==> src/rtl/imem_loader.sv <==
// Instruction-memory loader: takes 32-bit words over a valid/ready stream and writes
// them big-endian, one byte per cycle, into the byte-wide instruction store.
module imem_loader #(
    parameter int DEPTH = 100
) (
    input  logic        CLK,
    input  logic        Reset,
    input  logic        start,
    input  logic [31:0] start_addr,
    input  logic [7:0]  num_words,
    input  logic        in_valid,
    input  logic [31:0] in_data,
    output logic        in_ready,
    output logic        mem_we,
    output logic [31:0] mem_addr,
    output logic [7:0]  mem_byte,
    output logic        cpu_hold,
    output logic        done,
    output logic        err,
    output logic [1:0]  dbg_state
);

    typedef enum logic [1:0] {
        IDLE      = 2'd0,
        WAIT_WORD = 2'd1,
        WRITE     = 2'd2,
        DONE      = 2'd3
    } state_t;

    localparam logic [32:0] LAST_ADDR = 33'(DEPTH - 1);

    state_t      state, state_n;
    logic [31:0] addr_cnt, addr_n;
    logic [7:0]  rem, rem_n;
    logic [31:0] word, word_n;
    logic [1:0]  k, k_n;
    logic        we_n, err_n;
    logic [31:0] maddr_n;
    logic [7:0]  mbyte_n;
    logic [32:0] end_addr;
    logic [1:0]  k_inc;

    // Handshake: a word transfers on a rising edge where in_valid && in_ready.
    // in_ready is a registered decode of WAIT_WORD, so it never depends on in_valid.

    // 33-bit sum so an address near 2^32 cannot wrap back into range.
    assign end_addr  = {1'b0, addr_cnt} + 33'd3;
    assign k_inc     = k + 2'd1;
    assign dbg_state = state;

    function automatic logic [7:0] byte_of(input logic [31:0] w, input logic [1:0] idx);
        case (idx)
            2'd0:    byte_of = w[31:24];
            2'd1:    byte_of = w[23:16];
            2'd2:    byte_of = w[15:8];
            default: byte_of = w[7:0];
        endcase
    endfunction

    always_comb begin
        state_n = state;
        addr_n  = addr_cnt;
        rem_n   = rem;
        word_n  = word;
        k_n     = k;
        we_n    = 1'b0;
        maddr_n = mem_addr;
        mbyte_n = mem_byte;
        err_n   = err;
        case (state)
            IDLE, DONE: begin
                if (start) begin
                    addr_n = start_addr;
                    rem_n  = num_words;
                    err_n  = 1'b0;
                    if (start_addr[1:0] != 2'd0) begin
                        state_n = DONE;
                        err_n   = 1'b1;
                    end else if (num_words == 8'd0) begin
                        state_n = DONE;
                    end else begin
                        state_n = WAIT_WORD;
                    end
                end
            end
            WAIT_WORD: begin
                if (in_valid && in_ready) begin
                    if (end_addr > LAST_ADDR) begin
                        state_n = DONE;
                        err_n   = 1'b1;
                    end else begin
                        state_n = WRITE;
                        word_n  = in_data;
                        k_n     = 2'd0;
                        we_n    = 1'b1;
                        maddr_n = addr_cnt;
                        mbyte_n = in_data[31:24];
                    end
                end
            end
            WRITE: begin
                if (k == 2'd3) begin
                    addr_n  = addr_cnt + 32'd4;
                    rem_n   = rem - 8'd1;
                    state_n = (rem == 8'd1) ? DONE : WAIT_WORD;
                end else begin
                    k_n     = k_inc;
                    we_n    = 1'b1;
                    maddr_n = addr_cnt + {30'd0, k_inc};
                    mbyte_n = byte_of(word, k_inc);
                end
            end
            default: state_n = IDLE;
        endcase
    end

    // Outputs are registered from the next-state decode so they line up with the state.
    always_ff @(posedge CLK) begin
        if (Reset) begin
            state    <= IDLE;
            addr_cnt <= 32'd0;
            rem      <= 8'd0;
            word     <= 32'd0;
            k        <= 2'd0;
            in_ready <= 1'b0;
            mem_we   <= 1'b0;
            mem_addr <= 32'd0;
            mem_byte <= 8'd0;
            cpu_hold <= 1'b0;
            done     <= 1'b0;
            err      <= 1'b0;
        end else begin
            state    <= state_n;
            addr_cnt <= addr_n;
            rem      <= rem_n;
            word     <= word_n;
            k        <= k_n;
            in_ready <= (state_n == WAIT_WORD);
            mem_we   <= we_n;
            mem_addr <= maddr_n;
            mem_byte <= mbyte_n;
            cpu_hold <= (state_n == WAIT_WORD) || (state_n == WRITE);
            done     <= (state_n == DONE);
            err      <= err_n;
        end
    end

endmodule
==> config.mk <==
export PLATFORM = sky130hd
export DESIGN_NAME = imem_loader
export DESIGN_NICKNAME = d
export VERILOG_FILES = /design/src/rtl/imem_loader.sv
export SDC_FILE = /design/constraint.sdc
export NUM_CORES = 1
export LEC_CHECK = 0
export ABC_AREA = 1
export CAP_MARGIN = 5
export CORE_MARGIN = 2
export CORE_UTILIZATION = 40
export DETAILED_ROUTE_END_ITERATION = 6
export PLACE_DENSITY_LB_ADDON = 0.1
export RECOVER_POWER = 100
export SYNTH_ARGS = -nofsm -noshare
export SYNTH_HDL_FRONTEND = slang
export SYNTH_SLANG_ARGS = --single-unit
export TNS_END_PERCENT = 10
==> constraint.sdc <==
create_clock -name CLK -period 3.2 [get_ports CLK]
set_clock_uncertainty 0.15 [all_clocks]
set_input_delay 0.64 -clock CLK [delete_from_list [all_inputs] [get_ports CLK]]
set_output_delay 0.64 -clock CLK [all_outputs]
set_load 0.01 [all_outputs]
### Word-level counts from Yosys, hierarchy flattened

Index checks and enable logic that the tools add are counted.

* reductions and logical operators: 14
* $lt $le $gt $ge: 1
* eq/ne operators: 16
* bitwise logic cells: 1
* $add $sub $neg: 5
* muxes and demuxes: 36

Operators by type and width (number)
* 32-bit 2-to-1 mux: 5
* 32-bit one-hot mux with 2 select lines: 2
* 8-bit 2-to-1 mux: 5
* 32-bit by 2-bit adder with 33-bit output (second input constant): 1
* 33-bit by 7-bit greater-than comparator with 1-bit output (second input constant): 1
* 32-bit by 2-bit adder with 32-bit output: 1
* 32-bit by 3-bit adder with 32-bit output (second input constant): 1
* 8-bit one-hot mux with 2 select lines: 2
* 8-bit one-hot mux with 3 select lines: 1
* 2-bit 2-to-1 mux: 9
* 2-bit == test (second input constant): 6
* 2-bit != test (second input constant): 6
* 8-bit by 1-bit == test with 1-bit output (second input constant): 1
* 8-bit zero test: 1
* 1-bit 2-to-1 mux: 8
* 4-bit AND reduction: 2
* 2-bit nonzero test: 4
* 8-bit by 1-bit subtractor with 8-bit output (second input constant): 1
* 2-bit by 1-bit == test with 1-bit output (second input constant): 3
* 2-bit one-hot mux with 3 select lines: 1
* 3-bit AND reduction: 2
* 2-bit zero test: 2
* 1-bit one-hot mux with 2 select lines: 2
* 2-bit one-hot mux with 2 select lines: 1
* 5 further kinds: 5

* output and inout bits: 47
* word-level logic and storage cells: 85
* input port bits: 76
* register bits after elaboration: 121

### Logic depth before layout (Yosys ltp)

Gate-level depths: netlist of the first run.

* depth in word-level cells: 7
* depth in mapped cells: 22
* depth with buffers taken out: 22

### Worst setup path after synthesis of the first run

No wires, ideal clock.

* kind: reg-to-reg
* start point: reg addr_cnt[3]
* end point: reg cpu_hold
* cell stages (with the launch flop): 18
* library setup time: 0.128 ns
* required time: 2.922 ns
* data arrival time: 2.365 ns
* setup slack: 0.558 ns
* period minus slack after synthesis: 2.642 ns
* path buffers: 0
* cells stage by stage: dfxtp_1 ha_1 inv_1 nor2_2 nand2_2 nor2_4 nand3_1 xor2_1 nand2_1 nor2_2 nand4_2 nand3_1 nand2_1 nand2_1 inv_1 ha_1 inv_1 nor2_1

* longest elaborated chain between the ends: 7
* elaborated cells on any way between the ends: 8
* those cells by class: 1 x add/sub; 1 x order compare; 2 x eq/ne; 3 x mux; 1 x reduce/logical

RTL lines
* from (decl): RTL line 33 `logic [31:0] addr_cnt, addr_n;`
* from (signal assigned): RTL line 134 `addr_cnt <= addr_n;`
* 32-bit by 2-bit adder with 33-bit output (*): RTL line 47 `assign end_addr = {1'b0, addr_cnt} + 33'd3;`
* 33-bit by 7-bit greater-than comparator with 1-bit output (*): RTL line 88 `if (end_addr > LAST_ADDR) begin`
* 1-bit 2-to-1 mux (*): RTL line 88
* 2-bit 2-to-1 mux (*): RTL line 87 `if (in_valid && in_ready) begin`
* 2-bit one-hot mux with 3 select lines (*): RTL line 70 `case (state)`
* named net state_n[0]: RTL line 32 `state_t state, state_n;`
* 2-bit by 1-bit == test with 1-bit output / 2-bit == test (equally long branches): RTL line 142 `cpu_hold <= (state_n == WAIT_WORD) || (state_n == WRITE);`
* 1-bit logical OR (*): RTL line 142
* to (signal assigned): RTL line 142
* to (decl): RTL line 17 `output logic cpu_hold,`

Mark *: on every way through the listed nets, which the timed path passes. The rest lies on a longest branch.
A chain may end at the register's enable or synchronous reset.

### Worst setup path in the final report of the first run

* start point: reg k[0]
* end point: reg mem_addr[25]

* longest elaborated chain between the ends: 4
* elaborated cells on any way between the ends: 7
* those cells by class: 2 x add/sub; 2 x eq/ne; 2 x mux; 1 x reduce/logical

RTL lines
* from (decl): RTL line 36 `logic [1:0] k, k_n;`
* from (signal assigned): RTL line 137 `k <= k_n;`
* 2-bit by 1-bit adder with 2-bit output: RTL line 48 `assign k_inc = k + 2'd1;`
* 32-bit by 2-bit adder with 32-bit output: RTL line 109 `maddr_n = addr_cnt + {30'd0, k_inc};`
* 32-bit 2-to-1 mux: RTL line 102 `if (k == 2'd3) begin`
* 32-bit one-hot mux with 2 select lines: RTL line 70
* to (signal assigned): RTL line 140 `mem_addr <= maddr_n;`
* to (decl): RTL line 15 `output logic [31:0] mem_addr,`

Several ways; a longest one is shown, not always the timed one. The select of a mux whose other input is x is not followed.

==> results by group, run 1 <==
Clock tree
  • Clk root buf: clkbuf_16
  • Clock Sinks: roughly 120
  • CTS tree: built
  • Longest Clk Path Bufs: 2
  • CTS H-tree lvls: 4
  • Number of CTS-inserted buffers: 17
  • CTS Hold Buffers Added: 0
  • Clock transition at the registers of the reported paths: ~0.06 ns
  • Skew-Pair Late Insertion Delay: 0.43 ns

Power
  • Pleak: approximately 4.0 nW
  • Worst vdd ir: approximately 0.00043 V
  • Power Dens Cells: roughly 880 nW/µm²

Global routing
  • Largest net degree at the start of global routing: between 80 and 90
  • Vias in the first global route: between 7000 and 8000
  • Aggregate global-route resource usage: about a quarter
  • Initial antenna violation count: 0
  • GR Overflow Total: 0
  • First-pass GRT wire length: ~39000 µm

Cells and area
  • Layout filler cell count: ~2000
  • Final Util: between 50% and 60%
  • Layout cells sized above 1: roughly 8.5%
  • Area occupied by multi-input gates: ~4400 µm²
  • Area growth from synthesis to layout: 26.8%
  • Nets: roughly 1400
  • Register area: roughly 2400 µm²
  • N_diodes: 0

Synth
  • Synth Instances: ~1200
  • Netlist cell types: 44
  • Synth Register Bits: 121
  • Mapped Area: 7720 µm²
  • Avg Cell Area, Syn: 6.35 µm²
  • Synth Warn #: 0
  • Seq/Total Area, Yosys: 31.4%
  • Synth Net Count: around 1300

Floorplanning
  • Row Count: 50
  • Die X: 143 µm
  • Core Region: between 15000 and 20000 µm²
  • Initial Util: 41.0%
  • Die Span Y: 143 µm
  • I/O Pins: approximately 120
  • Die area: about 20000 µm²

Placed design
  • PortBufs: between 100 and 150
  • HPWL after DPL: between 15000 and 20000 µm
  • Final Wtd Congestion: between 0.9 and 1

Hold path
  • Hold/Removal Path Class: flip-flop to flip-flop
  • Min-delay src: word[5]

Critical path
  • Slowest stage delay, CP: just over 0.4 ns
  • Reg2reg start: k[0]
  • Worst Path Required: 3.37 ns
  • Cell family with most CP delay: simple AND/OR/NAND/NOR gates
  • Crit path from: k[0]
  • Worst path bufs/invs: 2
  • Crit-path max FO: 5
  • Crit path top cell by count: nor2_1
  • Endpoint class of the critical path: flip-flop
  • Slowest-stage cell, CP: dfxtp_1
  • Cell Chain, Critical Path: inv_1, ha_1, ha_1, a21oi_1, nor2_1, inv_1, nor2_1, nand3_1, nor2_1, nand2_1, xor2_1, nand3_1, nand2_1, nor2_1
  • Critical path class: flip-flop to flip-flop
  • CP Launch Type: flip-flop
  • Worst Path Arrival: roughly 3.2 ns

Drt
  • Vias per cell: 5.06
  • Via Count: just over 8000
  • DR WL/cell: about 15 µm
  • Iter 0 DRT Violations: 615
  • DRT Pass-1 Iters: 5
  • Final WL: 24600 µm
  • DRC: 0
  • Routed Antenna Nets: 0

STA
  • Fmax: ~330 MHz
  • Hold Vio Cnt, Final: 0
  • Min Hold Slack: 0.293 ns
  • Final Setup Violations: 0
  • Fin crit share: 94.5%
  • Headroom to the max-slew limit: 56.7%
  • Post-layout min period: 3.02 ns
  • Worst-Margin Slew: roughly 0.65 ns
  • Max Slew Vio Count: 0

Run status
  • Outcome: finished clean

Flow run
  • # Max-Cap Violations: 0
## final cells by class
type	count	share of cell area, %
Clock inverter	15	1.57
Timing Repair Buffer	160	15.7
Sequential cell	121	24.8
Tap cell	260	3.33
Inverter	126	4.83
Multi-Input combinational cell	895	45.4
Clock buffer	17	4.35
## power breakdown
group	internal, mW	switching, mW	leakage, nW
clock	1.10	0.833	0.276
combinational	1.70	2.66	2.73
sequential	1.95	0.396	0.992
total	4.75	3.89	4.00
## cell families after synthesis
kind of cell / Yosys count / share of synthesized area (%)
AOI/OAI and AO/OA: 248 / 17.6
and+or+nand+nor: 591 / 32.3
adders and majority gates: 17 / 2.85
DFF: 121 / 31.4
buffers and inverters: 199 / 11.4
xor gates and xnor gates: 39 / 4.43
## metrics by stage
stage | TNS [ns] | power [mW] | cell area, µm² | setup slack, ns | cells
final | 0 | 8.64 | 9780 | 0.175 | 1594
after global routing | -0.00961 | 9.35 | 9780 | -0.00935 | 1594
after CTS | 0 | 8.81 | 9800 | 0.106 | 1594
after detailed placement | 0 | 6.85 | 9220 | 0.118 | 1562
after global placement | 0 | 6.84 | 9220 | 0.180 | 1562
after floorplan | 0 | 5.29 | 7720 | 0.558 | 1215
## sequential cells by signal, summed over array words and instances, names as in the netlist
register,cells
in_ready,1
addr_cnt,32
mem_addr,32
dbg_state,2
word,32
rem,8
mem_we,1
cpu_hold,1
done,1
err,1
k,2
mem_byte,8
## placed cells by master, fill, tap and decap left out, types with 2 or more instances in the layout
master	n
ha_1	15
clkbuf_2	3
nor2_1	156
nand2_2	7
dfxtp_2	6
xor2_1	33
inv_6	6
clkinv_4	3
nor3_1	6
a31oi_1	10
a21oi_1	113
nand2_1	310
nand3_1	72
o21ai_1	4
o221ai_1	8
dlygate4sd3_1	47
o31ai_1	6
clkdlybuf4s50_1	75
o211ai_1	2
inv_2	3
inv_8	2
dfxtp_1	115
inv_1	122
nor4_1	3
clkbuf_16	17
o21ai_0	87
a211oi_1	8
clkinvlp_4	3
nor2_2	14
nor2_4	7
buf_4	29
a21oi_2	2
buf_12	3
a221oi_1	3
xnor2_1	6
nand3b_1	2
nand4_1	9
## routing by layer
layer	vias up	GRT usage (%)	part of all wire [%]
li1	4126	-	-
met1	3680	35.4	48
met2	227	37.6	44
met3	30	4.02	6.2
met4	0	7.40	1.7
met5	-	0	0
## path summary, 6_finish.rpt
| check | cells after the start | slack [ns] | endpoint |
|---|---|---|---|
| worst max-delay path | 14 | 0.18 | mem_addr[25] |
| worst min register to register | 2 | 0.29 | word[5] |
| worst min-delay path | 2 | 0.29 | word[5] |
| worst max register to register | 14 | 0.18 | mem_addr[25] |
## timing repair
item                       4_1_cts  5_1_grt
setup endpoints to repair        0       45
gates resized for setup          0       14
buffers inserted                 0        0
## cells in the mapped netlist (all sizes together)
master,number,share of area (%)
clkinv,1,0.049
o211ai,2,0.19
a31oi,10,0.81
or2,1,0.081
xor2,33,3.7
o41ai,1,0.11
nand3b,2,0.19
o21ai,92,6.0
nor2,177,9.6
o221ai,8,0.91
clkbuf,42,2.1
and2,1,0.081
o211a,1,0.13
xnor2,6,0.68
nor4,3,0.24
inv,125,6.1
nand4,10,0.97
a2111o,1,0.15
nand2,318,16
a221oi,3,0.34
o31ai,6,0.58
fa,1,0.26
a22o,1,0.11
ha,16,2.6
a21oi,115,7.6
nand3,73,5.0
nor3,6,0.39
a211oi,8,0.78
dfxtp,121,31
buf,31,3.1
## tightest hold or removal path: cells and delay by family (launching register included)
kind / cells / cell delay [ns]
buffers and inverters: 1 / 0.04
DFF: 1 / 0.31
AOI/OAI and AO/OA: 1 / 0.05
(Power assumes the default switching activity.)
==> run 2: changes to the inputs <==
ABC_CLOCK_PERIOD_IN_PS = 3200   (was unset)
==> results of run 2 <==
No change in the layout: final DEF, timing and power equal those of run 1.
